<file path="src/rtl/cpu_control_unit.sv">
`timescale 1ns/1ps
// Multi-cycle control/execute unit for the 16-bit four-register CPU.
// Sequences each accepted instruction through READ, EXEC and WB against a synchronous-read register file.
module cpu_control_unit (
    input  logic        clk,
    input  logic        rst,
    input  logic [15:0] instr,
    input  logic        instr_valid,
    output logic        instr_ready,
    output logic [1:0]  rf_r_addr1,
    output logic [1:0]  rf_r_addr2,
    input  logic [15:0] rf_r_data1,
    input  logic [15:0] rf_r_data2,
    output logic        rf_we,
    output logic [1:0]  rf_w_addr,
    output logic [15:0] rf_w_data,
    output logic        flag_z,
    output logic        flag_c,
    output logic        done,
    output logic        illegal
);
    localparam int unsigned DATA_W = 16;
    localparam int unsigned OP_W   = 4;

    localparam logic [OP_W-1:0] OP_ADD = 4'd1;
    localparam logic [OP_W-1:0] OP_SUB = 4'd2;
    localparam logic [OP_W-1:0] OP_AND = 4'd3;
    localparam logic [OP_W-1:0] OP_OR  = 4'd4;
    localparam logic [OP_W-1:0] OP_XOR = 4'd5;
    localparam logic [OP_W-1:0] OP_SHL = 4'd6;
    localparam logic [OP_W-1:0] OP_SHR = 4'd7;
    localparam logic [OP_W-1:0] OP_LDI = 4'd8;
    localparam logic [OP_W-1:0] OP_MOV = 4'd9;

    typedef enum logic [1:0] {S_IDLE, S_READ, S_EXEC, S_WB} state_t;

    state_t              state;
    state_t              next_state;
    logic [DATA_W-1:0]   instr_q;
    logic [DATA_W-1:0]   result_q;
    logic [OP_W-1:0]     op;
    logic                accept;
    logic                writes_rd;
    logic                is_illegal;
    logic [DATA_W:0]     sum;
    logic [DATA_W-1:0]   alu_res;
    logic                alu_c;
    logic                ready_d;
    logic                we_d;
    logic                done_d;
    logic                illegal_d;

    assign op         = instr_q[15:12];
    assign accept     = instr_valid && instr_ready;
    assign writes_rd  = (op != 4'd0) && (op <= OP_MOV);
    assign is_illegal = (op > OP_MOV);

    // Register-file ports come straight from registered instruction/result state
    assign rf_r_addr1 = instr_q[9:8];
    assign rf_r_addr2 = instr_q[7:6];
    assign rf_w_addr  = instr_q[11:10];
    assign rf_w_data  = result_q;

    always_ff @(posedge clk or posedge rst) begin
        if (rst) state <= S_IDLE;
        else     state <= next_state;
    end

    always_comb begin
        next_state = state;
        case (state)
            S_IDLE:  if (accept) next_state = S_READ;
            S_READ:  next_state = S_EXEC;
            S_EXEC:  next_state = S_WB;
            S_WB:    next_state = S_IDLE;
            default: next_state = S_IDLE;
        endcase
    end

    // Pulses are decoded from the upcoming state so they register cleanly into the cycle they belong to
    always_comb begin
        ready_d   = 1'b0;
        we_d      = 1'b0;
        done_d    = 1'b0;
        illegal_d = 1'b0;
        case (next_state)
            S_IDLE: ready_d = 1'b1;
            S_WB: begin
                done_d    = 1'b1;
                we_d      = writes_rd;
                illegal_d = is_illegal;
            end
            default: ;
        endcase
    end

    always_ff @(posedge clk or posedge rst) begin
        if (rst) begin
            instr_ready <= 1'b1;
            rf_we       <= 1'b0;
            done        <= 1'b0;
            illegal     <= 1'b0;
        end else begin
            instr_ready <= ready_d;
            rf_we       <= we_d;
            done        <= done_d;
            illegal     <= illegal_d;
        end
    end

    assign sum = (DATA_W+1)'(rf_r_data1) + (DATA_W+1)'(rf_r_data2);

    // ALU; defaults hold result and carry for opcodes that leave them untouched
    always_comb begin
        alu_res = result_q;
        alu_c   = flag_c;
        case (op)
            OP_ADD: begin alu_res = sum[DATA_W-1:0];           alu_c = sum[DATA_W]; end
            OP_SUB: begin alu_res = rf_r_data1 - rf_r_data2;   alu_c = (rf_r_data1 < rf_r_data2); end
            OP_AND: begin alu_res = rf_r_data1 & rf_r_data2;   alu_c = 1'b0; end
            OP_OR:  begin alu_res = rf_r_data1 | rf_r_data2;   alu_c = 1'b0; end
            OP_XOR: begin alu_res = rf_r_data1 ^ rf_r_data2;   alu_c = 1'b0; end
            OP_SHL: begin alu_res = {rf_r_data1[14:0], 1'b0};  alu_c = rf_r_data1[15]; end
            OP_SHR: begin alu_res = {1'b0, rf_r_data1[15:1]};  alu_c = rf_r_data1[0]; end
            OP_LDI: alu_res = {8'h00, instr_q[7:0]};
            OP_MOV: alu_res = rf_r_data1;
            default: ;
        endcase
    end

    always_ff @(posedge clk or posedge rst) begin
        if (rst) begin
            instr_q  <= '0;
            result_q <= '0;
            flag_z   <= 1'b0;
            flag_c   <= 1'b0;
        end else begin
            if (accept) instr_q <= instr;
            if (state == S_EXEC && writes_rd) begin
                result_q <= alu_res;
                flag_z   <= (alu_res == '0);
                flag_c   <= alu_c;
            end
        end
    end
endmodule

</file>
<file path="config.mk">
export PLATFORM = sky130hd
export DESIGN_NAME = cpu_control_unit
export DESIGN_NICKNAME = d
export VERILOG_FILES = /design/src/rtl/cpu_control_unit.sv
export SDC_FILE = /design/constraint.sdc
export NUM_CORES = 1
export LEC_CHECK = 0
export ABC_AREA = 1
export CAP_MARGIN = 40
export CORE_MARGIN = 3
export CORE_UTILIZATION = 25
export CTS_BUF_LIST = sky130_fd_sc_hd__clkbuf_8
export DETAILED_ROUTE_END_ITERATION = 8
export MAX_ROUTING_LAYER = met4
export PLACE_DENSITY = 0.43
export REMOVE_ABC_BUFFERS = 1
export SLEW_MARGIN = 5
export SYNTH_ARGS = -nofsm -noshare
export SYNTH_HDL_FRONTEND = slang
export SYNTH_SLANG_ARGS = --single-unit
export TNS_END_PERCENT = 50
</file>
<file path="constraint.sdc">
create_clock -name clk -period 2.8 [get_ports clk]
set_input_delay 0.56 -clock clk [delete_from_list [all_inputs] [get_ports clk]]
set_output_delay 0.56 -clock clk [all_outputs]
set_load 0.02 [all_outputs]
</file>
==> run metrics <==
status finished, final reports clean; antenna violations before repair 0; Port Buf Inserts 78; worst endpoint required time 3.03 ns; Setup violations, final 0; Bufs on Longest Clock Path 2; root buffer cell clkbuf_8; Via Count 5755; Fin. Hold Viols 0; CTS resizes 0; # clock sinks 40; CP arrival 2.88 ns; Slew HR 0.6069; commonest non-fill, non-tap cell in the layout nand2_1; Post-DP Area 0.006797 mm²; Seq/Total Area, Yosys 0.2029; CTS Buf Count 5; synthesis warning total 0; Setup TNS 0 ns; Final HPWL DP 15990 µm; Worst Slack Setup Final 0.1531 ns; pin count of the biggest net entering global routing 41; FP Rows 50; hold_sp instr_q[8]; Starting Density 0.2588; io pins 79; clock period minus final worst setup slack 2.647 ns; all-layer global routing usage 0.1864; Clock Latency Late Sink 0.30 ns; grt total ovfl 0; final slew viol count 0; RSZ-0062 raised after global routing no; H-tree depth 2; most frequent cells in the layout nand2_1 (273), inv_1 (140), buf_4 (119), clkdlybuf4s50_1 (76), nand3_1 (75); final std cells w/o fill 1268; hold endpoint instr_q[8]; post-DR vias/cell 4.539; Synth cell types 28; DRT Pass-1 Iters 5; CP Launch Type input pin; routability cong. 0.9365; FFs w/ async S/R, synth 1.000; Final ANT Viol Nets 0; CTS tree built; Starting DRT DRC Count 360; Gate Count Post-Synth 829; #FFs+latches synth 40; Mapped Area 0.004938 mm²; Worst Hold Depth 1; Post-CTS Hold Buffers 0; vias in the first global route 5616; global-route wire length before repair 30720 µm; Avg Cell Area, Syn 5.957 µm²; FILL cells 2175; antenna cells 0; fraction of layout cells with a size suffix above 1 0.1706; chip width 146.6 µm; DIE AREA 0.02148 mm²; Max-cap violations 0; Tightest Pin Transition 0.5883 ns; die height 146.6 µm; floorplan core area 0.01908 mm²; Fmax 377.8 MHz; # DRC 0; Routed wire per std cell 15.69 µm; wl on met1 9538 µm; kind of critical path input pin to flip-flop; Post-synth EDFFs 0; FF-to-FF Start instr_q[13]; post-place setup slack -0.3079 ns; Reg2Reg Setup Slack 0.44 ns; wire length on met3 1062 µm; top routing layer used met4; Net count, final 1110; DR WL met2 8940 µm; post-placement cell count 1260; pwr dens 681.1 mW/mm²; CP Max Fanout 6; area grow syn2layout 42.06%; Peak VDD IR 0.6167 mV; Primary FF master, synth dfrtp_1; Leak 0.003694 µW; Post-CTS Setup Bufs 0; Final Instance Area 0.007015 mm²; period utilization 0.9453; clock slew at reported path FFs 0.08 ns; routed wire length 19890 µm; FF-to-FF path depth 11; Setup crit end kind flip-flop; reg2reg end flag_z; hold crit path type flip-flop to flip-flop; Setup Skew 0.01162 ns
[cells in the mapped netlist, drive strengths merged, types with 9 or more instances]
cell	number	area [µm²]
dfrtp	39	975.9
nand3	77	385.4
buf	23	130.1
nand4	20	125.1
nor2	80	305.3
mux2	12	135.1
ha	50	625.6
nor3	9	45.04
inv	140	525.5
a21oi	35	175.2
nand2	274	1031
o21ai	26	130.1
[cells by family (layout without fill, tap and decap cells)]
logic type	after synthesis	count (layout)	synth area share
buffers and inverters	166	345	0.1350
muxes	13	13	0.02939
xor gates and xnor gates	2	2	0.003548
and+or+nand+nor	471	471	0.3970
DFF	40	40	0.2029
AOI/OAI and AO/OA	85	85	0.09729
adders and majority gates	52	52	0.1348
[stage by stage]
| step | util | power (µW) | hold slack, ns |
|---|---|---|---|
| 2_1_floorplan | - | 2749 | 0.4798 |
| 4_1_cts | 0.3605 | 4790 | 0.5153 |
| 5_1_grt | 0.3677 | 5240 | 0.5269 |
| 3_3_place_gp | 0.3562 | 4400 | 0.4911 |
| 6_report | 0.3677 | 4778 | 0.5087 |
| 3_5_place_dp | 0.3562 | 4374 | 0.4967 |
[power by group]
part / switching, µW / total (µW) / internal (µW)
Clock: 206 / 374 / 168
Combinational: 1930 / 3360 / 1440
Sequential: 185 / 1040 / 857
[per-layer routing]
layer	vias up	track usage
met5	-	-
met4	0	0.04186
met2	156	0.2950
li1	2969	-
met1	2608	0.2587
met3	22	0.01769
[final cells by class]
type / count / area (µm²) / area share
Clock buffer: 5 / 68.82 / 0.009809
Inverter: 140 / 525.5 / 0.07491
Tap cell: 260 / 325.3 / 0.04637
Sequential cell: 40 / 1002 / 0.1429
Timing Repair Buffer: 197 / 1679 / 0.2393
Clock inverter: 3 / 12.51 / 0.001783
Multi-Input combinational cell: 623 / 3402 / 0.4849
[how the worst max path moves through the flow]
stage,end,depth (start not counted),slack (ns),start
2_1_floorplan,flag_c,14,0.49,rf_r_data1[0]
3_3_place_gp,flag_c,15,-0.29,rf_r_data2[0]
3_5_place_dp,flag_c,15,-0.31,rf_r_data2[0]
4_1_cts,flag_c,15,0.01,rf_r_data2[0]
5_1_grt,flag_z,17,0.004,rf_r_data1[12]
6_report,flag_z,15,0.15,rf_r_data2[2]
[critical path, cell delays in order]
cell,delay [ns]
clkdlybuf4s50_1,0.49
inv_1,0.06
ha_2,0.38
nand2_1,0.10
nor2_2,0.17
nand2_1,0.09
nand3_1,0.14
nand2_1,0.07
nand3_1,0.07
nand4_1,0.20
nor2_1,0.17
nand2_1,0.08
nor2_1,0.13
nand4_1,0.10
nand2_1,0.07
[flip-flops by register name (all words and copies together), names as in the netlist]
name	cells
state	2
done	1
instr_ready	1
rf_we	1
instr_q	16
flag_z	1
flag_c	1
rf_w_data	16
illegal	1
No activity file was read; power rests on OpenSTA's default activity.
==> edit 1, RTL diff (config.mk and constraints unchanged) <==
Remove the case item `OP_SUB` of the case on `op`.
--- a/src/rtl/cpu_control_unit.sv
+++ b/src/rtl/cpu_control_unit.sv
@@ -116,7 +116,6 @@
         alu_c   = flag_c;
         case (op)
             OP_ADD: begin alu_res = sum[DATA_W-1:0];           alu_c = sum[DATA_W]; end
-            OP_SUB: begin alu_res = rf_r_data1 - rf_r_data2;   alu_c = (rf_r_data1 < rf_r_data2); end
             OP_AND: begin alu_res = rf_r_data1 & rf_r_data2;   alu_c = 1'b0; end
             OP_OR:  begin alu_res = rf_r_data1 | rf_r_data2;   alu_c = 1'b0; end
             OP_XOR: begin alu_res = rf_r_data1 ^ rf_r_data2;   alu_c = 1'b0; end
Function: changed (Yosys sat finds a counterexample within 4 cycles, from zero or initial values and one cycle with rst high).
==> edit 1 against the original RTL <==
- worst setup slack better by 0.071 ns
- largest cell class unchanged
- synthesized area down 19%
- non-clock buffer count down 72
- sequential cell count unchanged
- clock power up 44%
- final cell count down 25%
- power down 7.2%
- final area down 23%
- routed wire length down 28%
- worst hold slack about the same
- core utilization down 1.7 points
==> edit 1: results (changes against the original RTL) <==
| Metric | Value |
|---|---|
| Total wire length | `14.3 mm (-28%)` |
| R2r endpoint | `flag_z$_DFFE_PP0P_` |
| Status | `complete, no violations` |
| Total GRT Usage | `17.1% (-1.6 points)` |
| Clock-pin slew on the worst setup and hold paths | `0.08 ns (about the same)` |
| Reg2Reg Depth | `14 (+3)` |
| Post-Synthesis Cells | `630 (-24%)` |
| Port Buffer Count | `78 (unchanged)` |
| Worst-margin pin slew | `0.815 ns (+0.226 ns)` |
| Detail Placement HPWL | `11.4 mm (-29%)` |
| Largest net degree at the start of global routing | `29 (-29%)` |
| Proportion of layout cells with a drive suffix above 1 | `13.3% (-3.8 points)` |
| Crit path arrival time | `2.78 ns (-0.10 ns)` |
| Crit path from | `rf_r_data1[8]` |
| Synth area leaders | `dfrtp_1 24%, nand2_1 19%, ha_1 11%` |
| Register area share after synthesis | `25.1% (+4.8 points)` |
| Most frequent cells after synthesis | `199 x nand2_1, 96 x inv_1, 58 x nand3_1` |
| Post-DP Area | `5280 um2 (-22%)` |
| Antenna violations before repair | `0 (unchanged)` |
| Iter 0 DRT Violations | `293 (-19%)` |
| Vias in the first global route | `4333 (-23%)` |
| Hold Crit Class | `flip-flop to flip-flop` |
| Clock buffer depth | `2 (unchanged)` |
| Critical Path Sink | `flag_c$_DFFE_PP0P_` |
| Worst slack at placement | `-0.196 ns (+0.112 ns)` |
| Hold depth | `2 (+1)` |
| Asr flop ratio synth | `100% (unchanged)` |
| NumNets Final | `831 (-25%)` |
| Worst-path maximum fanout | `5 (-1)` |
| Startpoint Class | `input port` |
| Cts bufs inserted | `5 (unchanged)` |
| CP max stage cell | `clkdlybuf4s50_1` |
| Avg WL per Cell | `14.9 um (-4.9%)` |
| Largest stage delay on the critical path | `~0.48 ns` |
| Skew-Pair Late Insertion Delay | `0.32 ns (+0.02 ns)` |
| H-tree depth | `2 (unchanged)` |
| Pleak | `2.74 nW (-26%)` |
| Worst Hold Launch | `rf_w_data[3]$_DFFE_PP0P_` |
| Drt via density | `4.57 (+0.77%)` |
| Post-CTS sizing | `0 (unchanged)` |
| Top delay family on crit path | `buffers and inverters` |
| Fill count | `1701 (-22%)` |
| First-pass GRT wire length | `23.1 mm (-25%)` |
| Final Wtd Congestion | `0.908 (-3.1%)` |
| DR pass1 iterations | `5 (unchanged)` |
| Placed Instances | `949 (-25%)` |
| RR Startpoint | `instr_q[13]$_DFFE_PP0P_` |
| Final Cycle Share | `92.0% (-2.5 points)` |
| Antenna cells | `0 (unchanged)` |
| Synth Warn # | `0 (unchanged)` |
| Synth unique cells | `34 (+21%)` |
| IR drop worst, VDD | `0.000534 V (-13%)` |
| Layout Skew | `0.00954 ns (-0.00208 ns)` |
| R2R Setup Slk | `0.53 ns (+0.09 ns)` |
edit 1: how the worst min path moves through the flow:
stage               slack (ns)                       end
floorplan                 0.48    instr_q[0]$_DFFE_PP0P_
global route              0.53   instr_q[10]$_DFFE_PP0P_
CTS                       0.52   instr_q[10]$_DFFE_PP0P_
global placement          0.49   instr_q[10]$_DFFE_PP0P_
finish                    0.51  rf_w_data[3]$_DFFE_PP0P_
detailed placement        0.50   instr_q[10]$_DFFE_PP0P_
edit 1: kinds of logic after synthesis:
| kind of cell | synth area share, % |
|---|---|
| flops | 25.1 |
| buf+inv | 12.5 |
| fa+ha+maj | 11.2 |
| simple gates | 37.7 |
| compound gates | 10.2 |
| mux | 3.38 |
edit 1: power breakdown:
part	total (W)	internal [W]	switching, W
logic	0.00284	0.00116	0.00168
clock network	0.000539	0.000315	0.000225
registers	0.00106	0.000860	0.000198
edit 1: area by class of cell:
cell class	instances	area share, %
clock buffer	7	1.78
clock inverter	1	0.555
sequential	40	18.5
inverter	101	7.00
timing repair buffer	125	21.2
tap	211	4.88
multi-input combinational	472	46.1
edit 1: through the flow:
step	setup TNS (ns)	util [%]	hold slack [ns]
6_report	0	35.1	0.508
5_1_grt	0	35.1	0.529
4_1_cts	0	35.1	0.517
3_5_place_dp	-0.305	34.2	0.498
3_3_place_gp	-0.328	34.2	0.489
2_1_floorplan	0	-	0.480
edit 1: routing by layer:
layer  routed length (um)  up-vias  track usage, %
li1                     -     2221               -
met1                 6570     2009            22.3
met2                 6700      130            27.5
met3                  722       17            2.67
met4                  275        0            4.62
met5                    0        -               -
edit 1: worst reg2reg max path: stages (launching register included):
cell     delay [ns]
dfrtp_1        0.44
nor2_1         0.31
inv_1          0.13
nor2_1         0.43
nand2_1        0.11
o21ai_0        0.10
nor2_1         0.08
nand3_1        0.14
nand2_1        0.08
nand2_1        0.06
inv_1          0.03
nand2_1        0.06
nor2_2         0.04
nand4_1        0.07
nand2_1        0.06
==> edit 2, RTL diff (same flow settings) <==
Without the edit above. The 4 states of `state_t` get a Gray code encoding in 2 bits.
--- a/src/rtl/cpu_control_unit.sv
+++ b/src/rtl/cpu_control_unit.sv
@@ -32,7 +32,7 @@
     localparam logic [OP_W-1:0] OP_LDI = 4'd8;
     localparam logic [OP_W-1:0] OP_MOV = 4'd9;
 
-    typedef enum logic [1:0] {S_IDLE, S_READ, S_EXEC, S_WB} state_t;
+    typedef enum logic [1:0] {S_IDLE = 2'b00, S_READ = 2'b01, S_EXEC = 2'b11, S_WB = 2'b10} state_t;
 
     state_t              state;
     state_t              next_state;
Behaviour: no difference found for any inputs over 10 cycles, from zero or initial values and one cycle with rst high; not proved beyond that.
==> edit 2 against the original RTL <==
- power increased by 12%
- synthesized cell count decreased by 0.84%
- sequential cell count unchanged
- worst setup slack improved by 0.061 ns
- final area increased by 0.12%
- count of clock-buffer cells in the layout unchanged
- routed wire length decreased by 1.5%
- die area decreased by 1.3%
- synthesized area decreased by 1.4%
- critical endpoint is now rf_w_data[15]$_DFFE_PP0P_
==> edit 2: results (changes against the original RTL) <==
| Metric | Value |
|---|---|
| Total GRT Usage | `18.5% (-0.12 points)` |
| Final setup fails | `0 (unchanged)` |
| DR pass1 iterations | `5 (unchanged)` |
| Post-route insts no fill | `1258 (-0.79%)` |
| Clock root buffer | `clkbuf_8` |
| Register area share after synthesis | `20.6% (+0.29 points)` |
| R2r endpoint | `flag_z$_DFFE_PP0P_` |
| Final Wtd Congestion | `0.937 (about the same)` |
| Antenna violations before repair | `1 (+1)` |
| NumNets Final | `1097 (-1.2%)` |
| Skew-Pair Late Insertion Delay | `approximately 0.31 ns` |
| Placed Instances | `1247 (-1.0%)` |
| Crit path arrival time | `2.79 ns (-0.09 ns)` |
| Layout Skew | `0.00838 ns (-0.00324 ns)` |
| RR Startpoint | `instr_q[13]$_DFFE_PP0P_` |
| Total wire length | `19.6 mm (-1.5%)` |
| Cts bufs inserted | `5 (unchanged)` |
| Worst-margin pin slew | `0.639 ns (+0.0505 ns)` |
| Avg Inst Size Synth | `5.92 um2 (-0.55%)` |
| Clock buffer depth | `2 (unchanged)` |
| Pleak | `3.66 nW (-1.0%)` |
| Reg2Reg Depth | `11 (unchanged)` |
| Most frequent cells after synthesis | `265 x nand2_1, 118 x inv_1, 109 x nand3_1` |
| Worst-path maximum fanout | `3 (-3)` |
| Fill count | `2143 (-1.5%)` |
| Detail Placement HPWL | `15.9 mm (-0.71%)` |
| Synth area leaders | `nand2_1 20%, dfrtp_1 20%, ha_1 12%` |
| Status | `complete, no violations` |
| First-pass GRT wire length | `30.6 mm (-0.40%)` |
| Proportion of layout cells with a drive suffix above 1 | `18.2% (+1.1 points)` |
| Largest net degree at the start of global routing | `41 (unchanged)` |
| Clock-pin slew on the worst setup and hold paths | `roughly 0.09 ns` |
| Worst Hold Launch | `state[1]$_DFF_PP0_` |
| Vias in the first global route | `5616 (unchanged)` |
| Hold depth | `1 (unchanged)` |
| Synth Warn # | `0 (unchanged)` |
| Synth unique cells | `38 (+36%)` |
| Asr flop ratio synth | `100% (unchanged)` |
| Hold slack final | `0.438 ns (-0.0706 ns)` |
| WHS Endpoint | `state[0]$_DFF_PP0_` |
| H-tree depth | `2 (unchanged)` |
| Iter 0 DRT Violations | `355 (-1.4%)` |
| Leading register cell type out of synthesis | `dfrtp_1` |
| Port Buffer Count | `78 (unchanged)` |
| IR drop worst, VDD | `0.000508 V (-18%)` |
| Hold Crit Class | `flip-flop to flip-flop` |
| R2R Setup Slk | `0.45 ns` |
| Drt via density | `4.53 (-0.19%)` |
==> edit 2: metal layers <==
layer / GRT usage (%) / wire [um] / vias to the layer above
li1: - / - / 2956
met1: 27.2 / 9980 / 2597
met2: 28.1 / 8480 / 134
met3: 1.49 / 927 / 12
met4: 3.42 / 193 / 0
met5: - / 0 / -
==> edit 2: worst max path at each step <==
stage,endpoint,start,slack [ns]
floorplan,flag_z$_DFFE_PP0P_,rf_r_data1[0],0.50
global placement,flag_z$_DFFE_PP0P_,rf_r_data2[5],-0.30
detailed placement,flag_z$_DFFE_PP0P_,rf_r_data2[1],-0.26
finish,rf_w_data[15]$_DFFE_PP0P_,rf_r_data2[2],0.21
CTS,flag_z$_DFFE_PP0P_,rf_r_data2[0],0.06
global route,flag_z$_DFFE_PP0P_,rf_r_data2[13],0.003
==> edit 2: through the flow <==
stage,setup slack (ns),area (um2)
floorplan,0.503,4700
global placement,-0.304,6670
detailed placement,-0.257,6670
CTS,0.0557,6790
global route,0.00276,7020
finish,0.214,7020
==> edit 2: area by class of cell <==
class                      count  area share [%]
antenna                        1          0.0356
clock buffer                   5           0.980
clock inverter                 3           0.659
inverter                     120            6.41
multi-input combinational    634            49.2
sequential                    40            14.3
tap                          260            4.63
timing repair buffer         195            23.8
==> edit 2: kinds of logic after synthesis <==
family / after synthesis / synth area share, %
AO/OA/AOI/OAI: 79 / 9.33
XOR/XNOR: 1 / 0.180
adder cells (fa/ha/maj): 50 / 13.2
buffers and inverters: 148 / 12.6
flip-flops: 40 / 20.6
multiplexers: 2 / 0.437
AND/OR/NAND/NOR: 502 / 43.7
==> edit 2: what timing repair did <==
action                     CTS  global route
hold endpoints to repair     0             0
hold buffers                 0             0
gates resized for setup      0            51
setup endpoints to repair    0            11
buffers inserted             0             1
==> edit 2: power breakdown <==
part / internal [W] / switching (W) / total, W
registers: 0.000850 / 0.000215 / 0.00106
logic: 0.00154 / 0.00225 / 0.00378
clock network: 0.000269 / 0.000228 / 0.000497
==> edit 2: critical path, cell delays in order <==
cell             delay, ns
clkdlybuf4s50_1       0.49
inv_1                 0.08
buf_4                 0.13
ha_1                  0.21
nor2_1                0.12
nand2_1               0.12
nand2_1               0.10
inv_1                 0.07
nand2_1               0.08
nand2_1               0.10
nand2_1               0.14
nand3_1               0.09
nand3_1               0.09
nand4_1               0.13
buf_4                 0.17
nand2_1               0.05
nand2_1               0.05
